===== config.mk =====
export PLATFORM = sky130hd
export DESIGN_NAME = mac_dot
export DESIGN_NICKNAME = d
export VERILOG_FILES = /design/src/rtl/mac_pkg.sv /design/src/rtl/mac_sat_add.sv /design/src/rtl/mac_dot.sv
export SDC_FILE = /design/constraint.sdc
export NUM_CORES = 1
export LEC_CHECK = 0
export CAP_MARGIN = 20
export CORE_MARGIN = 4
export CORE_UTILIZATION = 51
export DETAILED_ROUTE_END_ITERATION = 6
export GPL_TIMING_DRIVEN = 0
export PLACE_DENSITY = 0.86
export SLEW_MARGIN = 20
export SYNTH_ARGS = -nofsm -noshare
export SYNTH_HDL_FRONTEND = slang
export SYNTH_SLANG_ARGS = --single-unit

===== constraint.sdc =====
create_clock -name clk -period 4.9 [get_ports clk]
set_clock_uncertainty 0.1 [all_clocks]
set_input_delay 0.98 -clock clk [delete_from_list [all_inputs] [get_ports clk]]
set_output_delay 0.98 -clock clk [all_outputs]
set_load 0.05 [all_outputs]

===== src/rtl/mac_pkg.sv =====
// Shared types and saturation limits for the dot-product engine family.
package mac_pkg;

  typedef enum logic [1:0] {
    IDLE  = 2'd0,
    ACC   = 2'd1,
    DRAIN = 2'd2,
    HOLD  = 2'd3
  } state_e;

  // Largest unsigned value in w bits.
  function automatic logic [63:0] umax(input int w);
    return (64'd1 << w) - 64'd1;
  endfunction

  // Largest two's-complement value in w bits.
  function automatic logic [63:0] smax(input int w);
    return (64'd1 << (w - 1)) - 64'd1;
  endfunction

  // Most negative two's-complement value in w bits (low w bits are the pattern).
  function automatic logic [63:0] smin(input int w);
    return 64'd1 << (w - 1);
  endfunction

endpackage


===== src/rtl/mac_sat_add.sv =====
// Combinational (SWIDTH+1)-bit add with clamp to SWIDTH bits, signed or unsigned.
// Operands arrive already extended, so the raw sum never wraps in SWIDTH+1 bits.
module mac_sat_add
  import mac_pkg::*;
#(
  parameter int SWIDTH = 10
) (
  input  logic              signed_i,
  input  logic [SWIDTH:0]   a_i,
  input  logic [SWIDTH:0]   b_i,
  output logic [SWIDTH-1:0] sum_o,
  output logic              ovf_o
);

  localparam logic [SWIDTH-1:0] UMAX = SWIDTH'(umax(SWIDTH));
  localparam logic [SWIDTH-1:0] SMAX = SWIDTH'(smax(SWIDTH));
  localparam logic [SWIDTH-1:0] SMIN = SWIDTH'(smin(SWIDTH));

  logic [SWIDTH:0] raw;

  // Add, then clamp when the result leaves the SWIDTH-bit range of the mode.
  always_comb begin
    raw   = a_i + b_i;
    sum_o = raw[SWIDTH-1:0];
    ovf_o = 1'b0;
    if (signed_i) begin
      if (raw[SWIDTH] != raw[SWIDTH-1]) begin
        ovf_o = 1'b1;
        sum_o = raw[SWIDTH] ? SMIN : SMAX;
      end
    end else if (raw[SWIDTH]) begin
      ovf_o = 1'b1;
      sum_o = UMAX;
    end
  end

endmodule


===== src/rtl/mac_dot.sv =====
// Pipelined saturating dot-product engine: multiply stage, accumulate stage,
// result held in HOLD until the downstream handshake.
module mac_dot
  import mac_pkg::*;
#(
  parameter int IWIDTH = 4,
  parameter int SWIDTH = 10,
  parameter int LEN_W  = 8
) (
  input  logic              clk,
  input  logic              rst,
  input  logic              clr,
  input  logic              signed_i,
  input  logic [LEN_W-1:0]  len_i,
  input  logic              in_valid,
  output logic              in_ready,
  input  logic [IWIDTH-1:0] a_i,
  input  logic [IWIDTH-1:0] b_i,
  output logic              out_valid,
  input  logic              out_ready,
  output logic [SWIDTH-1:0] sum_o,
  output logic              ovf_o
);

  localparam int PW = 2 * IWIDTH;
  localparam int XW = SWIDTH + 1 - PW;

  state_e            state_q, state_d;
  logic [LEN_W-1:0]  cnt_q, cnt_d;
  logic              mode_q, mode_d;
  logic              drn_q, drn_d;
  logic              prod_vld_q, prod_vld_d;
  logic              ovf_q, ovf_d;
  logic [PW-1:0]     prod_q, prod_d;
  logic [SWIDTH-1:0] acc_q, acc_d;

  logic [PW-1:0]     ax, bx;
  logic [SWIDTH:0]   prod_x, acc_x;
  logic [SWIDTH-1:0] sat_sum;
  logic              sat_ovf, accept, mul_sgn;

  // A beat offered during clr or rst is refused rather than silently lost.
  assign in_ready  = ~rst & ~clr & ((state_q == IDLE) || (state_q == ACC));
  assign accept    = in_valid & in_ready;
  assign out_valid = (state_q == HOLD);
  assign sum_o     = acc_q;
  assign ovf_o     = ovf_q;

  // Operand/product extension; the first beat multiplies in the live mode
  // because the latched mode only lands on that same edge.
  always_comb begin
    mul_sgn = (state_q == IDLE) ? signed_i : mode_q;
    ax      = mul_sgn ? {{IWIDTH{a_i[IWIDTH-1]}}, a_i} : {{IWIDTH{1'b0}}, a_i};
    bx      = mul_sgn ? {{IWIDTH{b_i[IWIDTH-1]}}, b_i} : {{IWIDTH{1'b0}}, b_i};
    prod_x  = mode_q ? {{XW{prod_q[PW-1]}}, prod_q} : {{XW{1'b0}}, prod_q};
    acc_x   = mode_q ? {acc_q[SWIDTH-1], acc_q} : {1'b0, acc_q};
  end

  mac_sat_add #(.SWIDTH(SWIDTH)) u_sat (
    .signed_i (mode_q),
    .a_i      (acc_x),
    .b_i      (prod_x),
    .sum_o    (sat_sum),
    .ovf_o    (sat_ovf)
  );

  // Next-state: FSM, term counter, pipeline stages; clr overrides everything.
  always_comb begin
    state_d    = state_q;
    cnt_d      = cnt_q;
    mode_d     = mode_q;
    drn_d      = drn_q;
    prod_d     = prod_q;
    prod_vld_d = 1'b0;
    acc_d      = prod_vld_q ? sat_sum : acc_q;
    ovf_d      = ovf_q | (prod_vld_q & sat_ovf);

    if (accept) begin
      prod_d     = ax * bx;
      prod_vld_d = 1'b1;
    end

    unique case (state_q)
      IDLE: begin
        if (accept) begin
          mode_d  = signed_i;
          cnt_d   = len_i;
          state_d = (len_i == '0) ? DRAIN : ACC;
        end
      end
      ACC: begin
        if (accept) begin
          cnt_d = cnt_q - LEN_W'(1);
          if (cnt_q == LEN_W'(1)) state_d = DRAIN;
        end
      end
      DRAIN: begin
        drn_d = ~drn_q;
        if (drn_q) state_d = HOLD;
      end
      HOLD: begin
        if (out_ready) begin
          state_d = IDLE;
          acc_d   = '0;
          ovf_d   = 1'b0;
        end
      end
      default: state_d = IDLE;
    endcase

    if (clr) begin
      state_d    = IDLE;
      cnt_d      = '0;
      mode_d     = 1'b0;
      drn_d      = 1'b0;
      prod_d     = '0;
      prod_vld_d = 1'b0;
      acc_d      = '0;
      ovf_d      = 1'b0;
    end
  end

  // State registers with synchronous reset.
  always_ff @(posedge clk) begin
    if (rst) begin
      state_q    <= IDLE;
      cnt_q      <= '0;
      mode_q     <= 1'b0;
      drn_q      <= 1'b0;
      prod_q     <= '0;
      prod_vld_q <= 1'b0;
      acc_q      <= '0;
      ovf_q      <= 1'b0;
    end else begin
      state_q    <= state_d;
      cnt_q      <= cnt_d;
      mode_q     <= mode_d;
      drn_q      <= drn_d;
      prod_q     <= prod_d;
      prod_vld_q <= prod_vld_d;
      acc_q      <= acc_d;
      ovf_q      <= ovf_d;
    end
  end

endmodule

==> key figures <==
GRT
  • First-pass GRT wire length: 10600 um
  • Global Route Usage Sum: 0.182
  • Remaining Overflow, GRT: 0
  • Initial antenna violation count: 0
  • Largest net degree at the start of global routing: 11
  • Vias in the first global route: 2471

Layout
  • Layout cell share with drive strength beyond 1: 0.124
  • NumNets Final: 454
  • Filler Cells Inserted: 471
  • Register area: 641 sq um
  • Multi-input gate area: 2110 sq um
  • Ant diodes: 0
  • Non-filler cells in the finished layout: 458
  • Area growth syn-to-layout: 20.8%

Power
  • Sw frac: 0.323
  • Static Leak: 1.41 nW
  • Final Total Pwr: 0.808 mW
  • Flop pwr share: 0.348
  • P_sw: 0.261 mW
  • Logic pwr share: 0.338
  • Pint: 0.547 mW
  • Clock power share: 0.314
  • Pwr dens: 232 nW/um^2
  • Max VDD drop: 183 uV

STA
  • Final setup viols: 0
  • Worst-Margin Slew: 0.700 ns
  • Relative slew margins: 0.533
  • WHS: 0.368 ns
  • Final Max Tran Viols: 0
  • Fmax: 213 MHz
  • Fin crit period: 4.70 ns
  • Setup TNS: 0 ns
  • RSZ-0062 raised after global routing: no
  • Final period util: 0.959
  • Final worst slack: 0.203 ns
  • Final hold viol count: 0

Yosys
  • Yosys top cell by area: dfxtp_1
  • Top post-synthesis cells by area: dfxtp_1 22%, ha_1 15%, fa_1 9.0%
  • Synth top cells by count: 36 x inv_1, 34 x ha_1, 33 x nand2_1, 32 x dfxtp_1, 22 x and2_1
  • Share of the synthesized area in the top cell type: 0.222
  • Asr flop ratio synth: 0
  • FF+latch count, synth: 32
  • Unique masters post-synth: 50
  • Register area share after synthesis: 0.222
  • YS warnings: 0
  • Avg Cell Area, Syn: 8.37 sq um
  • Synth Instances: 344
  • Most instantiated library cell after synthesis: inv_1
  • Syn nets: 413
  • EDFF count, synth: 0
  • Main flop type after synthesis: dfxtp_1
  • Mapped Area: 2880 sq um

Clock network
  • Clock latency on the worst-skew pair: 0.29 ns
  • Reg clk slew, reported paths: 0.07 ns
  • CTS H-tree lvls: 2
  • # clock sinks: 32
  • Root Buffer: clkbuf_8
  • CTS tree: yes
  • Clk buf depth: 2
  • CTS buffer count: 5

Critical path
  • CP Class: in -> reg
  • Setup crit start kind: primary input
  • Crit-path max FO: 5
  • CP arrival: 4.77 ns
  • CP endpoint kind: flip-flop
  • Worst path required time: 4.97 ns

Place
  • Dpl hpwl: 5050 um
  • DP Worst Slack: -0.564 ns
  • RePlAce Congestion: 0.873
  • IO buf count: 34
  • Dpl cells: 450

Job
  • Max-Cap Viols: 0

Floorplanning
  • Starting Density: 0.523
  • Die Area: 6910 sq um
  • Die width: 83.2 um
  • IO Count: 35
  • Core area: 5510 sq um
  • Die extent in y: 83.2 um
  • FP Rows: 27

Drt
  • Wire length per cell: 13.5 um
  • Vias per cell: 5.49
  • Vias: 2515
  • Final wirelength: 6190 um
  • Post-route ant nets: 0
  • Initial DRT Pass Iterations: 4
  • Iteration-0 DRC count of the detailed router: 86
  • DRC: 0

Worst hold path
  • Hold Path Class: reg -> reg

Outcome
  • Status: finished clean
## metal layers
layer	GRT usage	wire, um	vias to the layer above
met1	0.221	2710	1189
met2	0.324	3140	60
met3	0.0347	237	11
met5	0	0	-
met4	0.0550	104	0
li1	-	-	1255
## what timing repair did
item,CTS,global route
pin swaps,2,0
hold buffers,0,0
buffers inserted,0,0
setup endpoints to repair,1,1
resized for setup,11,4
## final timing paths
kind / start / end / slack, ns / cells past startpoint
max: a_i[3] / prod_q[7]$_SDFFE_PP0P_ / 0.20 / 15
min: prod_q[4]$_SDFFE_PP0P_ / prod_q[4]$_SDFFE_PP0P_ / 0.37 / 2
max reg2reg: state_q[0]$_SDFFE_PP0P_ / prod_q[7]$_SDFFE_PP0P_ / 0.32 / 17
min reg2reg: prod_q[4]$_SDFFE_PP0P_ / prod_q[4]$_SDFFE_PP0P_ / 0.37 / 2
## placed cells by master, fill, tap and decap left out, drive strengths merged, types with 2 or more instances in the layout
cell type      synthesis  final
inv                   37     37
ha                    34     34
nand2                 33     33
clkdlybuf4s50          0     33
dfxtp                 32     32
a21oi                 27     27
and2                  22     22
o21ai                 22     22
nor2                  20     20
xnor2                 18     18
fa                    13     13
clkbuf                 7     13
nand3                 10     10
a211oi                 7      7
nor3                   5      5
xor2                   5      5
o21a                   4      4
nor2b                  4      4
or3                    3      3
nand2b                 3      3
or2                    3      3
nor4                   3      3
o22ai                  3      3
a21o                   3      3
mux2i                  3      3
o31ai                  3      3
nand4                  2      2
a22oi                  2      2
o221ai                 2      2
a31oi                  2      2
clkinv                 1      2
buf                    2      2
## logic make-up (layout without fill, tap and decap cells)
family,count (synthesis),after routing,share of synthesized area
AND/OR/NAND/NOR,113,113,0.198
AO/OA/AOI/OAI,79,79,0.197
adder cells (fa/ha/maj),47,47,0.238
buffers and inverters,47,89,0.0643
flip-flops,32,32,0.222
XOR/XNOR,23,23,0.0699
multiplexers,3,3,0.0104
## state kept, by name (all words and copies together), names as in the netlist
register and cells:
sum_o 10, mode_q 1, ovf_o 1, drn_q 1
prod_q 8, state_q 2, prod_vld_q 1, cnt_q 8
## critical path, stage by stage
cell             delay (ns)
clkdlybuf4s50_1        0.53
nor2b_2                0.23
and2_1                 0.16
fa_1                   0.42
ha_1                   0.31
fa_1                   0.53
inv_1                  0.06
fa_1                   0.52
inv_1                  0.06
ha_4                   0.26
a21oi_4                0.16
xnor2_1                0.14
xor2_1                 0.18
xnor2_1                0.15
o21ai_1                0.07
## cell type report
cell class | instances | area share
Clock inverter | 2 | 0.0101
Inverter | 38 | 0.0410
Timing Repair Buffer | 34 | 0.0986
Tap cell | 72 | 0.0259
Sequential cell | 32 | 0.184
Multi-Input combinational cell | 265 | 0.607
Clock buffer | 6 | 0.0209
Buffer | 9 | 0.0122
## power by group through the flow
stage	sequential [mW]	combinational (mW)	clock, mW
6_report	0.281	0.273	0.254
5_1_grt	0.283	0.307	0.267
4_1_cts	0.281	0.275	0.255
3_5_place_dp	0.287	0.254	0
3_3_place_gp	0.286	0.240	0
2_1_floorplan	0.286	0.184	0
## per-stage QoR
step / util / area [sq um]
floorplan: - / 2880
global placement: 0.601 / 3310
detailed placement: 0.601 / 3310
CTS: 0.630 / 3470
global route: 0.632 / 3480
finish: 0.632 / 3480
Power figures use the tool's default switching activity.
